## src/rtl/hazard_ctrl.sv

```systemverilog
// rtl/hazard_ctrl.sv - load-use stall, forwarding, memory freeze and watchdog control for the 5-stage pipeline
// Optional stall-cycle counter enabled by HZD_PERF_CNT_EN.
module hazard_ctrl #(
    parameter int MEM_TIMEOUT = 15
) (
    input  logic       clk,
    input  logic       reset,
    input  logic [3:0] id_ra,
    input  logic [3:0] id_rb,
    input  logic [3:0] id_rd,
    input  logic       id_use_a,
    input  logic       id_use_b,
    input  logic       id_use_d,
    input  logic [3:0] ex_rd,
    input  logic [3:0] mem_rd,
    input  logic [3:0] wb_rd,
    input  logic       ex_rf_e,
    input  logic       mem_rf_e,
    input  logic       wb_rf_e,
    input  logic       ex_load,
    input  logic       branched,
    input  logic       mem_req,
    input  logic       mem_ready,
    output logic       pc_e,
    output logic       ifid_e,
    output logic       nop_sel,
    output logic       ifid_flush,
    output logic       pipe_freeze,
    output logic [1:0] fwd_pa,
    output logic [1:0] fwd_pb,
    output logic [1:0] fwd_pd,
    output logic       mem_err
`ifdef HZD_PERF_CNT_EN
    ,
    output logic [15:0] stall_cnt
`endif
);

    typedef enum logic [1:0] {RUN, LDSTALL, MEMWAIT, ERR} state_t;

    localparam logic [7:0] TIMEOUT = 8'(MEM_TIMEOUT);

    state_t     state_q, state_d;
    logic [7:0] wd_q, wd_d;
    logic       mem_err_q, mem_err_d;
    logic       lu, mem_stall;

    // Youngest producer wins; R15 reads the PC so it always comes from the register file.
    function automatic logic [1:0] fwd_sel(input logic [3:0] rx, input logic use_x,
                                           input logic [3:0] e_rd, input logic e_we,
                                           input logic [3:0] m_rd, input logic m_we,
                                           input logic [3:0] w_rd, input logic w_we);
        logic [1:0] sel;
        sel = 2'b00;
        if (use_x && rx != 4'd15) begin
            if (rx == e_rd && e_we)      sel = 2'b01;
            else if (rx == m_rd && m_we) sel = 2'b10;
            else if (rx == w_rd && w_we) sel = 2'b11;
        end
        return sel;
    endfunction

    assign fwd_pa = reset ? fwd_sel(id_ra, id_use_a, ex_rd, ex_rf_e, mem_rd, mem_rf_e, wb_rd, wb_rf_e) : 2'b00;
    assign fwd_pb = reset ? fwd_sel(id_rb, id_use_b, ex_rd, ex_rf_e, mem_rd, mem_rf_e, wb_rd, wb_rf_e) : 2'b00;
    assign fwd_pd = reset ? fwd_sel(id_rd, id_use_d, ex_rd, ex_rf_e, mem_rd, mem_rf_e, wb_rd, wb_rf_e) : 2'b00;

    assign lu = ex_load && ex_rf_e &&
                ((id_use_a && id_ra == ex_rd && id_ra != 4'd15) ||
                 (id_use_b && id_rb == ex_rd && id_rb != 4'd15) ||
                 (id_use_d && id_rd == ex_rd && id_rd != 4'd15));

    assign mem_stall = mem_req && !mem_ready;
    assign mem_err   = mem_err_q;

    always_comb begin
        state_d     = state_q;
        wd_d        = wd_q;
        mem_err_d   = mem_err_q;
        pc_e        = 1'b1;
        ifid_e      = 1'b1;
        nop_sel     = 1'b0;
        ifid_flush  = 1'b0;
        pipe_freeze = 1'b0;
        case (state_q)
            RUN, LDSTALL: begin
                state_d = RUN;
                if (mem_stall) begin
                    pipe_freeze = 1'b1;
                    pc_e        = 1'b0;
                    ifid_e      = 1'b0;
                    state_d     = MEMWAIT;
                    wd_d        = 8'd0;
                end else if (branched) begin
                    ifid_flush = 1'b1;
                end else if (lu && state_q == RUN) begin
                    pc_e    = 1'b0;
                    ifid_e  = 1'b0;
                    nop_sel = 1'b1;
                    state_d = LDSTALL;
                end
            end
            MEMWAIT: begin
                pipe_freeze = 1'b1;
                pc_e        = 1'b0;
                ifid_e      = 1'b0;
                wd_d        = wd_q + 8'd1;
                if (mem_ready) begin
                    state_d = RUN;
                end else if (wd_d == TIMEOUT) begin
                    state_d   = ERR;
                    mem_err_d = 1'b1;
                end
            end
            default: begin
                pipe_freeze = 1'b1;
                pc_e        = 1'b0;
                ifid_e      = 1'b0;
                mem_err_d   = 1'b1;
            end
        endcase
        // Reset holds the front end and bubbles ID/EX regardless of state.
        if (!reset) begin
            pc_e        = 1'b0;
            ifid_e      = 1'b0;
            nop_sel     = 1'b1;
            ifid_flush  = 1'b0;
            pipe_freeze = 1'b0;
        end
    end

    always_ff @(posedge clk or negedge reset) begin
        if (!reset) begin
            state_q   <= RUN;
            wd_q      <= 8'd0;
            mem_err_q <= 1'b0;
        end else begin
            state_q   <= state_d;
            wd_q      <= wd_d;
            mem_err_q <= mem_err_d;
        end
    end

`ifdef HZD_PERF_CNT_EN
    logic [15:0] stall_cnt_q;

    always_ff @(posedge clk or negedge reset) begin
        if (!reset) begin
            stall_cnt_q <= 16'd0;
        end else if (!pc_e && stall_cnt_q != 16'hFFFF) begin
            stall_cnt_q <= stall_cnt_q + 16'd1;
        end
    end

    assign stall_cnt = stall_cnt_q;
`endif

endmodule

```

## config.mk

```make
export PLATFORM = sky130hd
export DESIGN_NAME = hazard_ctrl
export DESIGN_NICKNAME = d
export VERILOG_FILES = /design/src/rtl/hazard_ctrl.sv
export SDC_FILE = /design/constraint.sdc
export NUM_CORES = 1
export LEC_CHECK = 0
export CORE_ASPECT_RATIO = 0.6
export CORE_MARGIN = 2
export CORE_UTILIZATION = 47
export CTS_CLUSTER_SIZE = 16
export DETAILED_ROUTE_END_ITERATION = 8
export GPL_TIMING_DRIVEN = 0
export HOLD_SLACK_MARGIN = 0.15
export PLACE_DENSITY = 0.95
export SYNTH_ARGS = -nofsm -noshare
export SYNTH_HDL_FRONTEND = slang
export SYNTH_SLANG_ARGS = --single-unit
```

## constraint.sdc

```tcl
create_clock -name clk -period 2.3 [get_ports clk]
set_input_delay 0.345 -clock clk [delete_from_list [all_inputs] [get_ports clk]]
set_output_delay 0.345 -clock clk [all_outputs]
set_load 0.01 [all_outputs]
```

==> results of run 1 <==
state kept, by name, indices dropped and copies added (netlist names):
name / flops
state_q: 2
mem_err: 1
wd_q: 8
area by class of cell:
class | count | share of cell area (%)
Buffer | 5 | 1.263
Clock buffer | 4 | 2.394
Inverter | 2 | 0.3989
Multi-Input combinational cell | 135 | 53.86
Sequential cell | 11 | 14.69
Tap cell | 32 | 2.128
Timing Repair Buffer | 60 | 25.27
repair_timing:
item	CTS	global route
resized for setup	77	41
gates cloned	0	0
setup endpoints to repair	11	9
setup buffers	10	3
pin swaps	4	11
per-layer routing:
metal  vias up  GRT usage, %  share of wire [%]
li1        682             -                  -
met1       725         40.52                 38
met2       149         49.14                 45
met3        43         7.674                 12
met4         0         13.46                5.8
met5         -             0                  0
power by group through the flow:
stage / Clock [uW] / Sequential (uW) / Combinational [uW]
finish: 198 / 194 / 214
global placement: 0 / 197 / 177
CTS: 200 / 194 / 189
detailed placement: 0 / 197 / 182
floorplan: 0 / 197 / 67.9
global route: 211 / 194 / 227
cells in the final DEF, fill, tap and decap left out, types with 2 or more instances in the layout:
master,n
sky130_fd_sc_hd__nor3_2,3
sky130_fd_sc_hd__clkdlybuf4s15_2,3
sky130_fd_sc_hd__clkbuf_1,4
sky130_fd_sc_hd__nor2_1,12
sky130_fd_sc_hd__nand4_1,7
sky130_fd_sc_hd__clkdlybuf4s15_1,2
sky130_fd_sc_hd__nand2_1,11
sky130_fd_sc_hd__nor4_4,3
sky130_fd_sc_hd__nor4_2,4
sky130_fd_sc_hd__dfrtp_1,10
sky130_fd_sc_hd__and3_4,2
sky130_fd_sc_hd__buf_4,14
sky130_fd_sc_hd__buf_2,13
sky130_fd_sc_hd__clkbuf_8,3
sky130_fd_sc_hd__xnor2_1,8
sky130_fd_sc_hd__a21oi_1,3
sky130_fd_sc_hd__ha_1,2
sky130_fd_sc_hd__a31oi_1,2
sky130_fd_sc_hd__nand3_1,9
sky130_fd_sc_hd__xor2_1,28
sky130_fd_sc_hd__clkbuf_2,9
sky130_fd_sc_hd__nand2b_1,3
sky130_fd_sc_hd__xor2_2,3
sky130_fd_sc_hd__dlymetal6s2s_1,5
sky130_fd_sc_hd__nor2b_1,3
sky130_fd_sc_hd__and3_1,3
sky130_fd_sc_hd__a211oi_1,2
sky130_fd_sc_hd__dlygate4sd2_1,3
sky130_fd_sc_hd__a22oi_1,3
sky130_fd_sc_hd__nor3_1,2
sky130_fd_sc_hd__o21ai_0,10
sky130_fd_sc_hd__inv_1,2
sky130_fd_sc_hd__clkdlybuf4s50_1,13
sky130_fd_sc_hd__o41ai_1,2
logic make-up (layout without fill, tap and decap cells):
logic type,count (synthesis),in the layout,synth area share (%)
AND/OR/NAND/NOR,64,64,28.89
XOR/XNOR,39,39,27.97
AO/OA/AOI/OAI,30,30,15.98
flip-flops,11,11,22.54
buffers and inverters,7,71,2.561
adder cells (fa/ha/maj),2,2,2.049
through the flow:
stage	setup slack (ps)	hold slack, ps	power (uW)	setup TNS [ps]
after CTS	-93.25	258.5	582.7	-176.4
after global routing	-59.42	311.6	632.0	-173.0
after floorplan	458.4	49.41	265.0	0
final	-30.53	267.2	606.0	-75.46
after detailed placement	-733.9	473.7	379.5	-4959
after global placement	-725.7	450.5	374.1	-4739
path summary, 6_finish.rpt:
| kind | from | end | slack, ps | depth (start not counted) |
|---|---|---|---|---|
| worst max register to register | wd_q[0]$_DFFE_PN0P_ | mem_err$_DFFE_PN0P_ | 430 | 6 |
| min in group clk | mem_err$_DFFE_PN0P_ | mem_err$_DFFE_PN0P_ | 490 | 1 |
| max in group asynchronous | reset | state_q[1]$_DFFE_PN0P_ | 1530 | 1 |
| worst min-delay path | reset | wd_q[6]$_DFFE_PN0P_ | 270 | 1 |
| worst max-delay path | id_rd[3] | pc_e | -30 | 9 |
| worst min register to register | mem_err$_DFFE_PN0P_ | mem_err$_DFFE_PN0P_ | 490 | 1 |
==> flow_metrics.tcl, run 1 <==
set metrics [dict create \
    outcome "finished, violations left" \
    violations_in_the_final_reports "setup timing" \
    buffer_ports.inserted 47 \
    number_of_flops_mapped_to_enable_cells_by_yosys 0 \
    drtPass1Iterations 6 \
    postSynthNetCount 191 \
    max_root_sink_buffers 2 \
    cts-root-buf "sky130_fd_sc_hd__clkbuf_8" \
    syn_area_sq_um 1221 \
    area.growth.synth_to_final_pct 54.10 \
    placed_area_sq_um 1732 \
    final-max-slew-violation-count 0 \
    clkTransAtPathRegs_ps 50 \
    global_route.overflow_total 0 \
    async_reset_ff_share_pct 100.0 \
    post_drt_via_cell_ratio 6.422 \
    grt_max_degree 19 \
    finalCriticalPeriod_ps 2331 \
    critPathSlowestCell "sky130_fd_sc_hd__clkdlybuf4s15_2" \
    yosysMostFrequentCell "sky130_fd_sc_hd__xor2_1" \
    start_kind "input pin" \
    max_stage_delay_ps 250 \
    final_cells 249 \
    layout.cell_area.non_filler_sq_um 1882 \
    synth_warnings 0 \
    sw_frac_of_total_pct 32.01 \
    finalWirelength_mm 5.129 \
    detailedPlacementHpwl_mm 3.088 \
    filler_cell_count 163 \
    post-route-worst-setup-slack_ps -30.53 \
    p_seq_share_pct 32.0 \
    post-route-drc-count 0 \
    vdd_drop_max_uv 203.4 \
    slew_headroom_pct 51.68 \
    multi_input_comb_area_sq_um 1013 \
    global_route_wire_length_before_repair_mm 7.134 \
    synthesis.area_per_instance_sq_um 7.982 \
    die_area_sq_um 3035 \
    type_of_the_worst_min_delay_path "input pin to asynchronous set/reset pin" \
    timing.final.setup_violations 3 \
    setup.worst_path.class "input pin to output port" \
    internal_power_uw 412.0 \
    hold_violations 0 \
    wl_per_cell_microns 20.60 \
    clock_insertion_delay_worst_skew_ps 240 \
    cts.hold.buffers_added 0 \
    power.density_nw_per_um2 322.0 \
    grt_usage_pct 30.80 \
    synthDominantAreaCellType "sky130_fd_sc_hd__dfrtp_1" \
    critPathMaxFanout 4 \
    worstSetupEndpointType "output port" \
    gp_routability_congestion 0.9418 \
    cts-buffers-inserted 3 \
    cts.sinks 11 \
    synthDistinctLibCells 32 \
    num_vias 1599 \
    worst_pin_slew_ps 724.8 \
    synthCells 153 \
    final_worst_path_period_share_pct 101.3 \
    tritoncts "done" \
    synthTopCellsByCount "sky130_fd_sc_hd__xor2_1, sky130_fd_sc_hd__nand2_1, sky130_fd_sc_hd__nor2_1" \
    core_sq_um 2487 \
    max-cap-violations 0 \
    postRouteAntennaNets 0 \
    die_height_microns 43.49 \
    timing.critical_path.cells "clkdlybuf4s15_2, xor2_1, nor4_2, buf_4, nand4_1, and3_4, and3_4, buf_4, clkbuf_2" \
    layout.area.seq_sq_um 276.5 \
    comb_power_share_pct 35.3 \
    timing.fmax_mhz 429.1 \
    floorplan.initialDensity_pct 49.09 \
    vias_in_the_first_global_route 1469 \
    synth_area_leaders "sky130_fd_sc_hd__dfrtp_1, sky130_fd_sc_hd__xor2_1, sky130_fd_sc_hd__xnor2_1" \
    io_count 48 \
    drive_gt1_share_pct 28.57 \
    worstPathBufferInverterCount 4 \
    ys_ff_latch 11 \
    power_frac_clock_pct 32.7 \
    crit_arrival_ps 1990 \
    numPlacedInstances 232 \
    setup_skew_ps 2.021 \
    final_util_pct 75.65 \
    synth_top_flop_cell "sky130_fd_sc_hd__dfrtp_1" \
    rows 14 \
    die_width_microns 69.81 \
    worstPathRequired_ps 1960 \
    antennaDiodeCount 0 \
    iteration_0_drc_markers 385 \
    post-synth-top-area-fraction_pct 22.54 \
    critPathTopFamily "simple AND/OR/NAND/NOR gates" \
    fin_nets 256 \
    seq_area_frac_synth_pct 22.54 \
    antenna_found_initial 0 \
    power.static_leakage_uw 0.0008051 \
    cts-htree-levels 1 \
    netSwitchingPower_uw 194.0 \
]
No activity file was read; power rests on OpenSTA's default activity.
==> run 2: changes to the inputs <==
--- a/config.mk
+++ b/config.mk
@@ -5,9 +5,10 @@
 export SDC_FILE = /design/constraint.sdc
 export NUM_CORES = 1
 export LEC_CHECK = 0
+export ABC_AREA = 1
 export CORE_ASPECT_RATIO = 0.6
 export CORE_MARGIN = 2
-export CORE_UTILIZATION = 47
+export CORE_UTILIZATION = 48
 export CTS_CLUSTER_SIZE = 16
 export DETAILED_ROUTE_END_ITERATION = 8
 export GPL_TIMING_DRIVEN = 0
==> constraint.sdc (replaced) <==
create_clock -name clk -period 3 [get_ports clk]
set_input_delay 0.45 -clock clk [delete_from_list [all_inputs] [get_ports clk]]
set_output_delay 0.45 -clock clk [all_outputs]
set_load 0.01 [all_outputs]
==> flow_metrics.tcl, run 2 <==
set metrics [dict create \
    outcome "finished, final reports clean" \
    core_sq_um 2557 \
    worstPathBufferInverterCount 4 \
    max_stage_delay_ps 560 \
    timing.fmax_mhz 344.7 \
    finalCriticalPeriod_ps 2901 \
    cts-buffers-inserted 3 \
    final_worst_path_period_share_pct 96.71 \
    clock_insertion_delay_worst_skew_ps 240 \
    worst_pin_slew_ps 720.4 \
    global_route_wire_length_before_repair_mm 6.893 \
    yosysMostFrequentCell "sky130_fd_sc_hd__nand2_1" \
    max_root_sink_buffers 2 \
    die_height_microns 44.64 \
    type_of_the_worst_min_delay_path "flip-flop to flip-flop" \
    synth_top_family_by_area "simple AND/OR/NAND/NOR gates" \
    syn_area_sq_um 1321 \
    finalHoldWorstSlack_ps 485.4 \
    buffer_ports.inserted 47 \
    post-route-drc-count 0 \
    floorplan.initialDensity_pct 51.66 \
    max-cap-violations 0 \
    setup_skew_ps 6.157 \
    drive_gt1_share_pct 5.461 \
    die_area_sq_um 3202 \
    critPathTopFamily "buffers and inverters" \
    area.growth.synth_to_final_pct 44.79 \
    vias_in_the_first_global_route 1498 \
    power_frac_clock_pct 23.8 \
    area_fraction_in_compound_gates_after_synthesis_pct 18.28 \
    layout.cell_area.non_filler_sq_um 1913 \
    synth_warnings 0 \
    timing.final.setup_violations 0 \
    cts.hold.buffers_added 0 \
    netSwitchingPower_uw 246.8 \
    post-route-worst-setup-slack_ps 98.73 \
    p_seq_share_pct 33.0 \
    fin_nets 332 \
    timing.critical_path.cells "clkdlybuf4s50_1, inv_1, nand2_1, nand2_1, nor2_1, nand3_1, nand3_1, nand2_1, nand2_1, nor2_1, buf_4, clkdlybuf4s50_1" \
    yosys.area_share.adder_pct 1.894 \
    final-max-slew-violation-count 0 \
    mostFrequentLayoutCell "sky130_fd_sc_hd__nand2_1" \
    worstSetupEndpointType "output port" \
    post-synth-top-area-fraction_pct 24.43 \
    slew_headroom_pct 51.83 \
    cts-htree-levels 1 \
    iteration_0_drc_markers 221 \
    rows 14 \
    global_route.overflow_total 0 \
    io_count 48 \
    drtPass1Iterations 5 \
    internal_power_uw 380.3 \
    seq_area_frac_synth_pct 20.83 \
    top_register "wd_q" \
    critPathSlowestCell "sky130_fd_sc_hd__clkdlybuf4s50_1" \
    cts.sinks 11 \
    post_synth_xor_area_fraction_pct 5.303 \
    power.total_uw 627.1 \
    clkTransAtPathRegs_ps 50 \
    cts-root-buf "sky130_fd_sc_hd__clkbuf_8" \
    number_of_flops_mapped_to_enable_cells_by_yosys 0 \
    wl_per_cell_microns 14.18 \
    antennaDiodeCount 0 \
    pre_cts_ws_ps 33.22 \
    hold_violations 0 \
    final.setup.tns_ps 0 \
    finalWirelength_mm 4.607 \
    synthesis.area_per_instance_sq_um 5.460 \
    gp_routability_congestion 1.058 \
    num_vias 1796 \
    post_drt_via_cell_ratio 5.526 \
    worstPathRequired_ps 2550 \
    start_kind "input pin" \
    comb_power_share_pct 43.1 \
    detailedPlacementHpwl_mm 3.686 \
    synth_top_flop_cell "sky130_fd_sc_hd__dfrtp_1" \
    most-common-layout-cells "sky130_fd_sc_hd__nand2_1, sky130_fd_sc_hd__clkdlybuf4s50_1, sky130_fd_sc_hd__inv_1, sky130_fd_sc_hd__nor2_1, sky130_fd_sc_hd__nand3_1" \
    synthCells 242 \
    synth_area_leaders "sky130_fd_sc_hd__nand2_1, sky130_fd_sc_hd__dfrtp_1, sky130_fd_sc_hd__nor2_1" \
    placed_area_sq_um 1832 \
    vdd_drop_max_uv 195.1 \
    worst_path_most_repeated_cell "sky130_fd_sc_hd__nand2_1" \
    synthDistinctLibCells 23 \
    sw_frac_of_total_pct 39.36 \
    ys_ff_latch 11 \
    synthTopCellsByCount "sky130_fd_sc_hd__nand2_1, sky130_fd_sc_hd__nor2_1, sky130_fd_sc_hd__inv_1" \
    synth_mux_area_share_pct 0 \
    power.static_leakage_uw 0.001024 \
    grt_max_degree 19 \
    postSynthNetCount 280 \
    die_width_microns 71.73 \
    grt_usage_pct 28.05 \
    antenna_found_initial 0 \
    critPathMaxFanout 4 \
    synthDominantAreaCellType "sky130_fd_sc_hd__nand2_1" \
    setup.worst_path.class "input pin to output port" \
    grt_setup_unrepaired "no" \
    power.density_nw_per_um2 327.8 \
    tritoncts "done" \
    filler_cell_count 209 \
    yosys.area_share.simple_pct 41.48 \
    largest_register_ffs 8 \
    async_reset_ff_share_pct 100.0 \
    crit_arrival_ps 2450 \
    postRouteAntennaNets 0 \
]
## run 2: cell types whose count changed in the layout (fill, tap and decap cells not counted), sizes merged, moves of 7 or more
cell	before	now
o22ai	0	13
buf	27	1
nor2	12	33
nand3	9	16
xor2	31	2
dlymetal6s2s	5	13
clkdlybuf4s50	13	34
nand2	12	86
inv	2	39
clkbuf	16	3
## run 2: path summary, 6_finish.rpt
kind	slack, ps	depth (start not counted)	from	end
max in group asynchronous	1900	1	reset	wd_q[3]$_DFFE_PN0P_
min	490	2	mem_err$_DFFE_PN0P_	mem_err$_DFFE_PN0P_
min reg2reg	490	2	mem_err$_DFFE_PN0P_	mem_err$_DFFE_PN0P_
min in group asynchronous	640	1	reset	wd_q[2]$_DFFE_PN0P_
max reg2reg	1350	8	wd_q[0]$_DFFE_PN0P_	state_q[0]$_DFFE_PN0P_
max	100	12	ex_rd[3]	pc_e
## run 2: power by group through the flow
stage / Sequential (uW) / Clock [uW] / Combinational (uW)
6_report: 207 / 149 / 271
5_1_grt: 211 / 160 / 296
4_1_cts: 206 / 153 / 265
3_5_place_dp: 207 / 0 / 263
3_3_place_gp: 204 / 0 / 249
2_1_floorplan: 198 / 0 / 144
## run 2: area by class of cell
cell class	count	area [sq um]	share of cell area, %
multi-input cells	189	887.1	46.37
repair buffers	47	503.0	26.29
flip-flops and latches	11	275.3	14.39
inverters	41	153.9	8.045
clock buffers	3	41.29	2.158
well taps	32	40.04	2.093
plain buffers	1	7.507	0.3924
clock inverters	1	5.005	0.2616
## run 2: cells by family (layout without fill, tap and decap cells)
group,Yosys count,count (layout)
compound gates,41,41
buf+inv,42,93
simple gates,138,138
flops,11,11
fa+ha+maj,2,2
xor+xnor,8,8
## run 2: timing repair
| action | 4_1_cts | 5_1_grt |
|---|---|---|
| setup buffers | 0 | 0 |
| resized for setup | 0 | 14 |
| endpoints found under the setup margin | 0 | 3 |
## run 2: metal layers
layer  part of all wire [%]  up-vias  track usage (%)  wire length, microns
met3                     13        0            7.289                   591
met4                      0        0            3.396                     0
li1                       -      876                -                     -
met5                      0        -                0                     0
met1                     47      801            42.90                  2144
met2                     41      119            40.56                  1870
## run 2: worst min-delay path: stages (launching register included)
cell,delay (ps)
sky130_fd_sc_hd__dfrtp_1,350
sky130_fd_sc_hd__a21oi_1,50
sky130_fd_sc_hd__nand2_1,60
## run 2: per-stage QoR
stage                     std cells  utilization [%]
after floorplan                 242                -
after global placement          321            71.62
after detailed placement        321            71.62
after CTS                       325            73.43
after global routing            325            74.80
final                           325            74.80
